==> config.mk <==
export PLATFORM = sky130hd
export DESIGN_NAME = big_data_2d_sched
export DESIGN_NICKNAME = d
export VERILOG_FILES = /design/src/rtl/big_data_2d_pkg.sv /design/src/rtl/big_data_period_timer.sv /design/src/rtl/big_data_2d_sched.sv
export SDC_FILE = /design/constraint.sdc
export NUM_CORES = 1
export LEC_CHECK = 0
export CORE_ASPECT_RATIO = 0.75
export CORE_MARGIN = 2
export CORE_UTILIZATION = 47
export CTS_BUF_LIST = sky130_fd_sc_hd__clkbuf_8
export DETAILED_ROUTE_END_ITERATION = 10
export GPL_ROUTABILITY_DRIVEN = 0
export GPL_TIMING_DRIVEN = 0
export PLACE_DENSITY = 0.68
export RECOVER_POWER = 100
export SLEW_MARGIN = 20
export SYNTH_ARGS = -nofsm -noshare
export SYNTH_HDL_FRONTEND = slang
export SYNTH_HIERARCHICAL = 1
export SYNTH_SLANG_ARGS = --single-unit
==> constraint.sdc <==
create_clock -name clk -period 7.1 [get_ports clk]
set_input_delay 1.065 -clock clk [delete_from_list [all_inputs] [get_ports clk]]
set_output_delay 1.065 -clock clk [all_outputs]
set_load 0.02 [all_outputs]
==> src/rtl/big_data_2d_pkg.sv <==
// Shared defaults, scheduler state encoding and width helpers
// for the 2D frame-walk scheduler that feeds the DPI check bridge.
package big_data_2d_pkg;

    localparam int DEF_SIZE_X = 100;
    localparam int DEF_SIZE_Y = 10;
    localparam int DEF_PERIOD = 1000;
    localparam int DEF_REPEAT = 100000;

    typedef enum logic [1:0] {
        S_IDLE,
        S_WAIT,
        S_STREAM,
        S_DONE
    } sched_state_e;

    function automatic int clog2_min1(input int v);
        return (v > 1) ? $clog2(v) : 1;
    endfunction

    function automatic int x_w(input int sx);
        return clog2_min1(sx);
    endfunction

    function automatic int y_w(input int sy);
        return clog2_min1(sy);
    endfunction

    function automatic int f_w(input int sx, input int sy);
        return clog2_min1(sx * sy);
    endfunction

endpackage

==> src/rtl/big_data_period_timer.sv <==
// Period counter: counts 0..PERIOD-1 while enabled, ticks on the last count.
// Ports: clk, rst_n, i_en (count), i_clr (to 0), o_tick (combinational).
module big_data_period_timer
    import big_data_2d_pkg::*;
#(
    parameter int PERIOD = DEF_PERIOD
) (
    input  logic clk,
    input  logic rst_n,
    input  logic i_en,
    input  logic i_clr,
    output logic o_tick
);

    localparam int C_W = clog2_min1(PERIOD);
    localparam logic [C_W-1:0] C_LAST = C_W'(PERIOD - 1);

    logic [C_W-1:0] r_cnt;

    assign o_tick = i_en && (r_cnt == C_LAST);

    always_ff @(posedge clk or negedge rst_n) begin
        if (!rst_n) begin
            r_cnt <= '0;
        end else if (i_clr) begin
            r_cnt <= '0;
        end else if (i_en) begin
            r_cnt <= o_tick ? '0 : r_cnt + 1'b1;
        end
    end

endmodule

==> src/rtl/big_data_2d_sched.sv <==
// Periodic raster walker over a SIZE_X x SIZE_Y buffer, issuing (x, y, flat)
// addresses over valid/ready, counting frames until REPEAT, then DONE.
// Ports: clk, rst_n, start, abort, addr_valid/ready, addr_x/y/flat,
// frame_start, frame_done, frames_done, busy, done,
// overrun_cnt (only with BIG_DATA_SCHED_OVERRUN_CNT_EN defined).
module big_data_2d_sched
    import big_data_2d_pkg::*;
#(
    parameter int SIZE_X = DEF_SIZE_X,
    parameter int SIZE_Y = DEF_SIZE_Y,
    parameter int PERIOD = DEF_PERIOD,
    parameter int REPEAT = DEF_REPEAT,
    localparam int X_W = x_w(SIZE_X),
    localparam int Y_W = y_w(SIZE_Y),
    localparam int F_W = f_w(SIZE_X, SIZE_Y)
) (
    input  logic           clk,
    input  logic           rst_n,
    input  logic           start,
    input  logic           abort,
    output logic           addr_valid,
    input  logic           addr_ready,
    output logic [X_W-1:0] addr_x,
    output logic [Y_W-1:0] addr_y,
    output logic [F_W-1:0] addr_flat,
    output logic           frame_start,
    output logic           frame_done,
    output logic [31:0]    frames_done,
    output logic           busy,
    output logic           done
`ifdef BIG_DATA_SCHED_OVERRUN_CNT_EN
    ,
    output logic [15:0]    overrun_cnt
`endif
);

    localparam logic [X_W-1:0] X_LAST = X_W'(SIZE_X - 1);
    localparam logic [Y_W-1:0] Y_LAST = Y_W'(SIZE_Y - 1);

    sched_state_e   r_state;
    logic [X_W-1:0] r_x;
    logic [Y_W-1:0] r_y;
    logic [F_W-1:0] r_flat;
    logic           r_valid;
    logic           r_pending;
    logic           r_fstart;
    logic           r_fdone;
    logic [31:0]    r_frames;
    logic           r_busy;
    logic           r_done;

    logic w_tick;
    logic w_en;
    logic w_arm;
    logic w_accept;
    logic w_last;
    logic w_drop;

    assign w_en     = (r_state == S_WAIT) || (r_state == S_STREAM);
    assign w_arm    = start && !abort &&
                      ((r_state == S_IDLE) || (r_state == S_DONE));
    assign w_accept = r_valid && addr_ready;
    assign w_last   = (r_x == X_LAST) && (r_y == Y_LAST);
    // A tick is lost only while a frame is still issuing beats and one
    // frame is already queued.
    assign w_drop   = (r_state == S_STREAM) && r_valid && w_tick && r_pending;

    big_data_period_timer #(
        .PERIOD (PERIOD)
    ) u_timer (
        .clk    (clk),
        .rst_n  (rst_n),
        .i_en   (w_en),
        .i_clr  (w_arm || abort),
        .o_tick (w_tick)
    );

    always_ff @(posedge clk or negedge rst_n) begin
        if (!rst_n) begin
            r_state   <= S_IDLE;
            r_x       <= '0;
            r_y       <= '0;
            r_flat    <= '0;
            r_valid   <= 1'b0;
            r_pending <= 1'b0;
            r_fstart  <= 1'b0;
            r_fdone   <= 1'b0;
            r_frames  <= '0;
            r_busy    <= 1'b0;
            r_done    <= 1'b0;
        end else if (abort) begin
            r_state   <= S_IDLE;
            r_valid   <= 1'b0;
            r_pending <= 1'b0;
            r_fstart  <= 1'b0;
            r_fdone   <= 1'b0;
            r_busy    <= 1'b0;
            r_done    <= 1'b0;
        end else begin
            r_fdone <= 1'b0;
            unique case (r_state)
                S_IDLE, S_DONE: begin
                    if (start) begin
                        r_state   <= S_WAIT;
                        r_frames  <= '0;
                        r_pending <= 1'b0;
                        r_busy    <= 1'b1;
                        r_done    <= 1'b0;
                    end
                end
                S_WAIT: begin
                    if (w_tick) begin
                        r_state  <= S_STREAM;
                        r_x      <= '0;
                        r_y      <= '0;
                        r_flat   <= '0;
                        r_valid  <= 1'b1;
                        r_fstart <= 1'b1;
                    end
                end
                S_STREAM: begin
                    if (r_valid) begin
                        if (w_tick) r_pending <= 1'b1;
                        if (w_accept) begin
                            r_fstart <= 1'b0;
                            if (w_last) begin
                                r_valid  <= 1'b0;
                                r_fdone  <= 1'b1;
                                r_frames <= r_frames + 32'd1;
                            end else if (r_y == Y_LAST) begin
                                r_y    <= '0;
                                r_x    <= r_x + 1'b1;
                                r_flat <= r_flat + 1'b1;
                            end else begin
                                r_y    <= r_y + 1'b1;
                                r_flat <= r_flat + 1'b1;
                            end
                        end
                    end else begin
                        // Post-frame cycle: frame_done is out, decide what next.
                        if (r_frames == 32'(REPEAT)) begin
                            r_state   <= S_DONE;
                            r_pending <= 1'b0;
                            r_busy    <= 1'b0;
                            r_done    <= 1'b1;
                        end else if (r_pending || w_tick) begin
                            r_x       <= '0;
                            r_y       <= '0;
                            r_flat    <= '0;
                            r_valid   <= 1'b1;
                            r_fstart  <= 1'b1;
                            r_pending <= r_pending && w_tick;
                        end else begin
                            r_state <= S_WAIT;
                        end
                    end
                end
                default: r_state <= S_IDLE;
            endcase
        end
    end

`ifdef BIG_DATA_SCHED_OVERRUN_CNT_EN
    logic [15:0] r_ovr;

    always_ff @(posedge clk or negedge rst_n) begin
        if (!rst_n) begin
            r_ovr <= '0;
        end else if (w_arm) begin
            r_ovr <= '0;
        end else if (!abort && w_drop && (r_ovr != 16'hFFFF)) begin
            r_ovr <= r_ovr + 16'd1;
        end
    end

    assign overrun_cnt = r_ovr;
`endif

    assign addr_valid  = r_valid;
    assign addr_x      = r_x;
    assign addr_y      = r_y;
    assign addr_flat   = r_flat;
    assign frame_start = r_fstart;
    assign frame_done  = r_fdone;
    assign frames_done = r_frames;
    assign busy        = r_busy;
    assign done        = r_done;

endmodule
==> metrics <==
status complete, but fails checks; failing checks max-capacitance violations, max-slew violations; Critical Path Fanout Max 46; initial antenna violation count 0; layout cell share with drive strength beyond 1 under 10%; ys async rst share between 90% and 100%; Avg Inst Size Synth 9.19 um^2; Max-cap violations 1; number of setup violations in the final report 0; HPWL Detailed 7.40 mm; CP dominant cell by count clkbuf_1; Final Hold Vio Count 0; top cell type's share of synthesized area approximately 44%; worst hold path endpoint busy; Routed Antenna Nets 0; skew final 0.0110 ns; CP Cell Sequence clkbuf_1 -> clkbuf_1; r2r endpoint addr_flat[7]; clock-pin slew on the worst setup and hold paths 0.07 ns; Die Y 84.7 um; Internal 0.674 mW; worst-case clock buffer depth 2; hold-fix buffers at CTS 0; global-route wire length before repair 17.4 mm; ANT cells 0; Syn Inst Count about 440; endpoint class of the critical path async pin; clk_lat worst skew roughly 0.35 ns; Die Area 0.00945 mm^2; Tcrit/Tclk final 56.4%; number of setup buffers added after CTS 0; PwrDens 197 mW/mm^2; routed via count 3692; setup TNS 0 ns; most frequent cells in the layout dfrtp_1 (71), dlygate4sd3_1 (60), nor2_1 (44); GRT Util Overall 23.0%; post-DR vias/cell 5.86; Slew HR -66.2%; Logic pwr share a little over a fifth; CTS Buf Count 9; R2R Setup Slk around 3.4 ns; Synth area leader dfrtp_1; PortBufs 61; Fmax achieved between 200 and 250 MHz; slew of the pin with the lowest slew margin 2.49 ns; grt total ovfl 0; commonest non-fill, non-tap cell in the layout dfrtp_1; Clk Tree Root Cell clkbuf_8; synthesized net count 458; io pins 63; sequential power share approximately 45%; Synth area leaders dfrtp_1 (44%), nor2_1 (4.0%), a21oi_1 (3.8%); max incr delay on CP 1.84 ns; Crit path max-delay family buffers and inverters; sw power 0.300 mW; Routed WL per cell 16.4 um; Critical Path Source Type input pin; post-cts sizing count 0; Distinct cells, synth between 60 and 70; FF-to-FF Start r_state[0]; CTS tree built; initial drt markers 273; Crit path buffers/inverters 2; Layout Nets 531; RSZ-0062 raised after global routing no; sequential area share after synthesis 43.5%; initial cell density of the core 48.3%; Ys Warns 6; slowest CP cell clkbuf_1; hold wc startpoint busy; final WL 10.3 mm; Core Region roughly 0.0085 mm^2; min cycle time layout ~4 ns; Die W between 100 and 150 um; H-Tree Depth 3; area grow syn2layout 21.3%; clk sinks 71; hold slack slightly below 0.5 ns; Worst Hold Path Cells 1; Clk pwr share 34.5%; num rows 29; number of synthesized flops with an enable pin 0; CP Data Arrival Time 3.94 ns; number of global-route vias before repair 3423; DRC Markers 0; synthesized flop and latch total just over 70; Worst Reg2Reg Path Length in Cells 12; Peak VDD IR 0.136 mV; LEAKAGE around 2.2 nW; Final Slew Violations 47; switch share 30.8%; largest net degree at the start of global routing 47; Req. time, crit path approximately 7.0 ns; Main synth FF type dfrtp_1; Detailed Routing Iterations Pass 1 8; post-synthesis cell area 0.00408 mm^2; hold crit path type register to register; critical path type input pin to async pin
==> kinds of logic (layout without fill, tap and decap cells) <==
kind of cell | Yosys count | after routing | share of synthesized area, %
compound gates | 99 | 99 | 15.1
fa+ha+maj | 9 | 9 | 2.76
xor+xnor | 23 | 23 | 4.94
buf+inv | 41 | 119 | 4.48
mux | 7 | 7 | 2.08
flops | 71 | 71 | 43.5
simple gates | 194 | 194 | 27.2
==> power by group through the flow <==
| stage | Sequential (mW) | Combinational (mW) | Clock, mW |
|---|---|---|---|
| final | 0.435 | 0.203 | 0.336 |
| after global routing | 0.438 | 0.225 | 0.364 |
| after CTS | 0.436 | 0.218 | 0.345 |
| after detailed placement | 0.443 | 0.217 | 0 |
| after global placement | 0.443 | 0.209 | 0 |
| after floorplan | 0.453 | 0.133 | 0 |
==> cells in the mapped netlist, drive strengths merged, types with 3 or more instances <==
master  instances
o211ai          4
nand2b          3
o21ai          24
nand3          25
buf             9
mux2i           4
nor2b           3
clkbuf          8
or4             4
a31oi          16
and3           12
nand2          31
xor2           17
nor4           12
nor2           45
nand4          22
or3            17
dfrtp          71
ha              9
a41oi           5
inv            23
a21oi          31
mux2            3
nor3            6
xnor2           6
==> final cells by class <==
class / count / area [um^2]
Timing Repair Buffer: 62 / 608
Multi-Input combinational cell: 332 / 2060
Buffer: 17 / 70.1
Clock inverter: 4 / 45.0
Tap cell: 108 / 135
Fill cell: 762 / 3500
Clock buffer: 12 / 165
Inverter: 24 / 90.1
Sequential cell: 71 / 1780
==> sequential cells by signal, indices dropped and copies added (netlist names) <==
register	cells
r_state	2
busy	1
done	1
frame_done	1
addr_x	7
addr_y	4
frame_start	1
r_pending	1
frames_done	32
u_timer/r_cnt	10
addr_flat	10
addr_valid	1
==> through the flow <==
step	instances	instance area (um^2)	util (%)	power (mW)	worst slack (ns)
final	630	4950	58.6	0.974	3.09
after global routing	630	4950	58.6	1.03	2.37
after global placement	613	4830	57.1	0.652	2.40
after CTS	630	5060	59.9	0.999	3.80
after detailed placement	614	4850	57.4	0.660	3.83
after floorplan	444	4080	-	0.586	4.30
==> metal layers <==
layer / vias up / wire, um / track usage, %
li1: 1782 / - / -
met1: 1784 / 5020 / 34.4
met2: 116 / 4590 / 33.4
met3: 10 / 621 / 5.70
met4: 0 / 99 / 6.06
met5: - / 0 / 0
==> how the worst max path moves through the flow <==
stage          startpoint          endpoint  depth (start not counted)
4_1_cts        r_state[0]      addr_flat[7]                         12
5_1_grt             rst_n  u_timer/r_cnt[6]                          2
3_3_place_gp        rst_n    frames_done[9]                          1
3_5_place_dp   r_state[0]      addr_flat[7]                         12
6_report            rst_n  u_timer/r_cnt[8]                          2
2_1_floorplan       abort  u_timer/r_cnt[8]                          7
(Power assumes the default switching activity.)
